$ cat src/rtl/inst_mem_loader.sv
// Program loader: turns a framed byte stream (count, 3-byte words, XOR checksum) into
// single-cycle instruction memory writes at incrementing addresses.
module inst_mem_loader #(
  parameter int unsigned INSTRUCTION_MEM_SIZE   = 8192,
  parameter int unsigned INSTRUCTION_WIDTH      = 18,
  parameter int unsigned INSTRUCTION_ADDR_WIDTH = $clog2(INSTRUCTION_MEM_SIZE)
) (
  input  logic                              i_clk,
  input  logic                              i_rst,
  input  logic                              i_start,
  input  logic [7:0]                        i_byte,
  input  logic                              i_byte_valid,
  output logic                              o_byte_ready,
  output logic                              o_we,
  output logic [INSTRUCTION_ADDR_WIDTH-1:0] o_waddr,
  output logic [INSTRUCTION_WIDTH-1:0]      o_wdata,
  output logic                              o_busy,
  output logic                              o_done,
  output logic                              o_error,
  output logic [INSTRUCTION_ADDR_WIDTH:0]   o_words_written
);

  localparam int unsigned PadBits = 24 - INSTRUCTION_WIDTH;
  localparam int unsigned TopBits = INSTRUCTION_WIDTH - 16;
  // Bits of the first word byte that lie above the instruction width.
  localparam logic [7:0]  PadMask = 8'(~(8'hFF >> PadBits));

  typedef enum logic [3:0] {
    StIdle, StCntHi, StCntLo, StB0, StB1, StB2, StChk, StDone, StErr
  } state_e;

  state_e                            state_q;
  logic [7:0]                        chk_q;
  logic [7:0]                        cnt_hi_q;
  logic [15:0]                       count_q;
  logic [INSTRUCTION_ADDR_WIDTH-1:0] widx_q;
  logic [TopBits-1:0]                b0_q;
  logic [7:0]                        b1_q;

  logic        accept;
  logic [15:0] cnt_full;
  logic [15:0] words_next;

  assign o_byte_ready = state_q inside {StCntHi, StCntLo, StB0, StB1, StB2, StChk};
  assign o_busy       = o_byte_ready;
  assign accept       = i_byte_valid && o_byte_ready;
  assign cnt_full     = {cnt_hi_q, i_byte};
  assign words_next   = 16'(o_words_written) + 16'd1;

  always_ff @(posedge i_clk or posedge i_rst) begin
    if (i_rst) begin
      state_q         <= StIdle;
      chk_q           <= '0;
      cnt_hi_q        <= '0;
      count_q         <= '0;
      widx_q          <= '0;
      b0_q            <= '0;
      b1_q            <= '0;
      o_we            <= 1'b0;
      o_waddr         <= '0;
      o_wdata         <= '0;
      o_done          <= 1'b0;
      o_error         <= 1'b0;
      o_words_written <= '0;
    end else begin
      o_we <= 1'b0;
      case (state_q)
        StIdle, StDone, StErr: begin
          if (i_start) begin
            state_q         <= StCntHi;
            chk_q           <= '0;
            widx_q          <= '0;
            o_words_written <= '0;
            o_done          <= 1'b0;
            o_error         <= 1'b0;
          end
        end
        StCntHi: begin
          if (accept) begin
            cnt_hi_q <= i_byte;
            chk_q    <= chk_q ^ i_byte;
            state_q  <= StCntLo;
          end
        end
        StCntLo: begin
          if (accept) begin
            chk_q   <= chk_q ^ i_byte;
            count_q <= cnt_full;
            if (32'(cnt_full) > INSTRUCTION_MEM_SIZE) begin
              state_q <= StErr;
              o_error <= 1'b1;
            end else if (cnt_full == 16'd0) begin
              state_q <= StChk;
            end else begin
              state_q <= StB0;
            end
          end
        end
        StB0: begin
          if (accept) begin
            if (|(i_byte & PadMask)) begin
              state_q <= StErr;
              o_error <= 1'b1;
            end else begin
              b0_q    <= i_byte[TopBits-1:0];
              chk_q   <= chk_q ^ i_byte;
              state_q <= StB1;
            end
          end
        end
        StB1: begin
          if (accept) begin
            b1_q    <= i_byte;
            chk_q   <= chk_q ^ i_byte;
            state_q <= StB2;
          end
        end
        StB2: begin
          if (accept) begin
            chk_q           <= chk_q ^ i_byte;
            o_we            <= 1'b1;
            o_waddr         <= widx_q;
            o_wdata         <= {b0_q, b1_q, i_byte};
            widx_q          <= widx_q + INSTRUCTION_ADDR_WIDTH'(1);
            o_words_written <= o_words_written + (INSTRUCTION_ADDR_WIDTH + 1)'(1);
            state_q         <= (words_next < count_q) ? StB0 : StChk;
          end
        end
        StChk: begin
          if (accept) begin
            if (i_byte == chk_q) begin
              state_q <= StDone;
              o_done  <= 1'b1;
            end else begin
              state_q <= StErr;
              o_error <= 1'b1;
            end
          end
        end
        default: state_q <= StIdle;
      endcase
    end
  end

endmodule

$ cat config.mk
export PLATFORM = sky130hd
export DESIGN_NAME = inst_mem_loader
export DESIGN_NICKNAME = d
export VERILOG_FILES = /design/src/rtl/inst_mem_loader.sv
export SDC_FILE = /design/constraint.sdc
export NUM_CORES = 1
export LEC_CHECK = 0
export BUFFER_PORTS_ARGS = -buffer_cell sky130_fd_sc_hd__buf_4
export CORE_AREA = 2 2 76 132
export CTS_CLUSTER_DIAMETER = 150
export CTS_CLUSTER_SIZE = 40
export DETAILED_ROUTE_END_ITERATION = 12
export DIE_AREA = 0 0 78 134
export PLACE_DENSITY = 0.75
export REMOVE_ABC_BUFFERS = 1
export SETUP_SLACK_MARGIN = 0.3
export SLEW_MARGIN = 20
export SYNTH_ARGS = -nofsm -noshare
export SYNTH_HDL_FRONTEND = slang
export SYNTH_SLANG_ARGS = --single-unit
$ cat constraint.sdc
create_clock -name i_clk -period 3.7 [get_ports i_clk]
set_input_delay 0.555 -clock i_clk [delete_from_list [all_inputs] [get_ports i_clk]]
set_output_delay 0.555 -clock i_clk [all_outputs]
set_load 0.02 [all_outputs]
# Word level (Yosys, flattened, before mapping)

Index checks and enable logic that the tools add are counted.

Flip-flop bits (word level): 107
Bits in latches: 0
Bits in writable memories: 0
Bits in read-only memories: 0
Input bits: 12
Memories kept: 0

$add $sub $neg: 3
Multipliers: 0
Div/mod/pow operators: 0
Order comparisons: 2
Equal/unequal tests: 22
Shift-type cells: 0
Mux-type cells: 37
Bitwise logic cells: 2
Reductions and logical operators: 21

Operators with widths:

| operator                | count |
|---|---|
| $mux W4                 | 10 |
| $mux W8                 | 4 |
| $mux W14                | 2 |
| $pmux W14 S2            | 1 |
| $pmux W4 S7             | 1 |
| $mux W13                | 2 |
| $pmux W13 S2            | 1 |
| $pmux W8 S3             | 1 |
| $ne A2 B2 Y1 const B    | 9 |
| $eq A4 B3 Y1 const B    | 4 |
| $gt A16 B14 Y1 const B  | 1 |
| $logic_not A16 Y1       | 1 |
| $lt A15 B16 Y1          | 1 |
| $add A14 B1 Y15 const B | 1 |
| $add A14 B1 Y14 const B | 1 |
| $add A13 B1 Y13 const B | 1 |
| $mux W1                 | 11 |
| $eq A4 B2 Y1 const B    | 2 |
| $eq A8 B8 Y1            | 1 |
| $ne A2 B1 Y1 const B    | 4 |
| $reduce_and A2 Y1       | 4 |
| $reduce_and A8 Y1       | 1 |
| $xor A8 B8 Y8           | 1 |
| $reduce_and A7 Y1       | 1 |
| 18 further kinds        | 21 |

# Depth between registers and ports, before layout

Depth in word-level cells: 5
Gate-level depth with buffers: 13
Gate-level depth less buffers: 13

# Least setup slack after synthesis

OpenSTA, ideal clock, no wires.

Path kind: reg2reg
From: reg o_words_written[0]
To: reg state_q[0]
Arrival: 2.800 ns
Required time: 3.566 ns
Slack: 0.765 ns
Stages on the path, launching flop included: 14
Buffers on the path: 0
Cell sequence: dfrtp_1 ha_1 nand2_1 or3_1 nor2_1 nand3_1 xnor2_1 ha_1 a21o_1 a21oi_1 or2_2 and3_1 nor3_1 o21ai_0

Cells in the longest elaborated chain, start to end: 5

RTL lines:

| item                   | line | text |
|---|---|---|
| from (decl)            | 20   | `output logic [INSTRUCTION_ADDR_WIDTH:0] o_words_written` |
| from (signal assigned) | 125  | `o_words_written <= o_words_written + (INSTRUCTION_ADDR_WIDTH + 1)'(1);` |
| $add A14 B1 Y15        | 48   | `assign words_next = 16'(o_words_written) + 16'd1;` |
| $lt A15 B16 Y1         | 126  | `state_q <= (words_next < count_q) ? StB0 : StChk;` |
| $mux W3                | 126  |  |
| $mux W4                | 119  | `if (accept) begin` |
| $pmux W4 S7            | 67   | `case (state_q)` |
| to (signal assigned)   | 70   | `state_q <= StCntHi;` |
| to (signal assigned)   | 126  |  |
| to (signal assigned)   | 132  | `state_q <= StDone;` |
| to (decl)              | 32   | `state_e state_q;` |

No other way between the ends. The select of a mux whose other input is x is not followed.
A chain may end at the register's enable or synchronous reset.

# Final worst setup path

From: reg o_words_written[2]
To: reg state_q[0]

The elaborated chain is that of the path after synthesis.

==> summary.md <==
| Metric | Value |
|---|---|
| Gr ovfl total | `0` |
| Tmin final | `3.20 ns` |
| Kind of critical path | `register to register` |
| DRC violations left | `0` |
| CP max FO | `7` |
| Worst R2R Setup Slack | `0.50 ns` |
| Post-synthesis sequential area ratio | `0.501` |
| Layout cell share with drive strength beyond 1 | `0.204` |
| Worst slew pin tran | `0.771 ns` |
| Vias per std cell | `5.66` |
| Primary FF master, synth | `dfrtp_1` |
| HP Class | `input port to async pin` |
| Detailed Route Iter0 Violations | `217` |
| Chip Width | `78 µm` |
| Synth warn | `0` |
| Largest net degree at the start of global routing | `62` |
| Total chip power | `3.33 mW` |
| Crit. End Element | `register` |
| Switching Fraction | `0.332` |
| Placement Setup Slack | `0.527 ns` |
| Total Routing Usage GR | `0.245` |
| Worst skew pair latency | `0.35 ns` |
| Vias | `4,139` |
| Setup ws final | `0.501 ns` |
| Max Cap Viol | `0` |
| Die H | `134 µm` |
| Final setup skew | `0.00641 ns` |
| Clock share of power | `0.270` |
| Final count of pins violating max slew | `0` |
| Max_slew headroom | `0.486` |
| Worst IR drop on VDD | `0.000332 V` |
| Core area | `9410 µm²` |
| Commonest non-fill, non-tap cell in the layout | `nand2_1` |
| Post-CTS Resized | `0` |
| First-pass GRT wire length | `20,200 µm` |
| Multi-input logic area | `2470 µm²` |
| LEAKAGE | `3.12 nW` |
| Comb pwr share | `0.267` |
| RSZ-0062 raised after global routing | `no` |
| CTS root buffer | `clkbuf_16` |
| Clock tree from TritonCTS | `done` |
| Clk pin slew, worst setup/hold paths | `0.07 ns` |
| Power Density | `541 nW/µm²` |
| Port Buf Inserts | `61` |
| Post-CTS setup buffers | `0` |
| Cell variety after synth | `49` |
| Placed Area | `5880 µm²` |
| Clock sinks | `107` |
| Achievable frequency | `313 MHz` |
| Internal power | `2.22 mW` |
| Cts-stage hold buffer count | `0` |
| # IOs | `62` |
| Fillers | `800` |
| CTS Buf Count | `9` |
| Dpl cells | `716` |
| Worst EP arrival | `3.47 ns` |
| GPL Wtd Cong | `0.924` |
| Asr flop ratio synth | `1.00` |
| Post-route clock period utilization | `0.865` |
| Routed WL | `11,800 µm` |
| WP data required | `3.97 ns` |
| # rows | `47` |
| Hold Vio Cnt, Final | `0` |
| Initial Util | `0.568` |
| Number of global-route vias before repair | `4,225` |
| Gate Count Post-Synth | `556` |
| Setup-failing EPs final | `0` |
| Pre-antenna DRT Iters | `5` |
| Outcome | `finished clean` |
| Fin nets | `633` |
| NetSw | `1.11 mW` |
| Commonest non-fill, non-tap cells in the layout | `nand2_1 (138), dfrtp_1 (107), buf_4 (65), mux2_2 (34), nor2_1 (32)` |
| Final std cells w/o fill | `731` |
| Cell area after synthesis | `5340 µm²` |
| Sequential Power Share | `0.463` |
| Startpoint Class | `register` |
| Number of nets still failing antenna checks after routing | `0` |
| CTS Buffer Depth | `2` |
| Seq cells post-synth | `107` |
| Reg area | `2680 µm²` |
| Routed wire per std cell | `16.1 µm` |
| Initial antenna violation count | `0` |
| Antenna cells | `0` |
| Setup TNS | `0 ns` |
| Detailed Place HPWL | `8380 µm` |
| Post-route design area | `6160 µm²` |
| Die area | `10,500 µm²` |
| Area Overhead vs Synth | `15.3%` |
| EDFF count, synth | `0` |
| Avg Cell Area, Syn | `9.61 µm²` |
| Total number of H-tree levels | `3` |
[cells in the mapped netlist (all sizes together) (4+ instances only)]
cell | instances | area, µm²
o21ai | 30 | 154
mux2 | 34 | 383
nor2b | 4 | 25.0
o2bb2ai | 8 | 70.1
buf | 9 | 56.3
nand4 | 6 | 37.5
nand2 | 138 | 518
nor3 | 11 | 60.1
nor2 | 34 | 130
ha | 16 | 200
xor2 | 24 | 210
a22o | 5 | 43.8
clkbuf | 19 | 71.3
a31oi | 6 | 37.5
nor4 | 6 | 37.5
inv | 19 | 71.3
xnor2 | 7 | 61.3
nand2b | 11 | 68.8
nand3 | 16 | 80.1
dfrtp | 107 | 2680
and3 | 7 | 43.8
a21oi | 10 | 53.8
[worst max-delay path, stage by stage, from the launching register on]
cell      delay, ns
dfrtp_1        0.45
nand3_1        0.19
nor4_1         0.62
nand3_1        0.23
xnor2_1        0.17
ha_1           0.29
and4_1         0.21
a221oi_1       0.35
nand3_1        0.18
o41a_1         0.35
o21ai_0        0.07
[power groups by stage]
stage | registers (mW) | clock network [mW] | logic (mW)
floorplan | 1.52 | 0 | 0.649
global placement | 1.55 | 0 | 0.845
detailed placement | 1.56 | 0 | 0.887
CTS | 1.54 | 0.911 | 0.894
global route | 1.58 | 0.957 | 1.01
finish | 1.54 | 0.897 | 0.889
[path summary, 6_finish.rpt]
check                                                  to                      startpoint  depth (start not counted)
max                                state_q[0]$_DFFE_PP0P_  o_words_written[2]$_DFFE_PP0P_                         10
min                        o_words_written[2]$_DFFE_PP0P_                           i_rst                          2
max reg2reg                        state_q[0]$_DFFE_PP0P_  o_words_written[2]$_DFFE_PP0P_                         10
min reg2reg                       o_wdata[12]$_DFFE_PP0P_             b1_q[4]$_DFFE_PP0P_                          2
max in group asynchronous         o_waddr[12]$_DFFE_PP0P_                           i_rst                          3
min in group i_clk                o_wdata[12]$_DFFE_PP0P_             b1_q[4]$_DFFE_PP0P_                          2
[metal layers]
metal / up-vias / wire length, µm / global-route usage / share of wire
met5: - / 0 / 0 / 0
met4: 0 / 422 / 0.127 / 0.036
met3: 30 / 383 / 0.0289 / 0.033
met2: 96 / 6330 / 0.437 / 0.54
met1: 2025 / 4610 / 0.285 / 0.39
li1: 1988 / - / - / -
[area by class of cell]
class                      instances  share of cell area
clock buffer                       9              0.0366
inverter                          19              0.0120
sequential                       107               0.435
multi-input combinational        402               0.401
tap                              122              0.0248
timing repair buffer              66              0.0825
clock inverter                     6             0.00853
[per-stage QoR]
stage               utilization  hold WS (ns)
CTS                       0.654         0.353
global placement          0.625         0.443
detailed placement        0.625         0.459
global route              0.655         0.401
finish                    0.655         0.341
floorplan                     -         0.433
[kinds of logic after synthesis]
| logic type | synth area share |
|---|---|
| mux | 0.0735 |
| flops | 0.501 |
| simple gates | 0.205 |
| fa+ha+maj | 0.0375 |
| buf+inv | 0.0372 |
| xor+xnor | 0.0508 |
| compound gates | 0.0948 |
[state kept, by name (all words and copies together), names as in the netlist, 2 cells and up]
signal / cells
widx_q: 13
b0_q: 2
state_q: 4
count_q: 16
o_wdata: 18
cnt_hi_q: 8
chk_q: 8
b1_q: 8
o_waddr: 13
o_words_written: 14
Note: power is estimated with default switching activity, not from simulation.
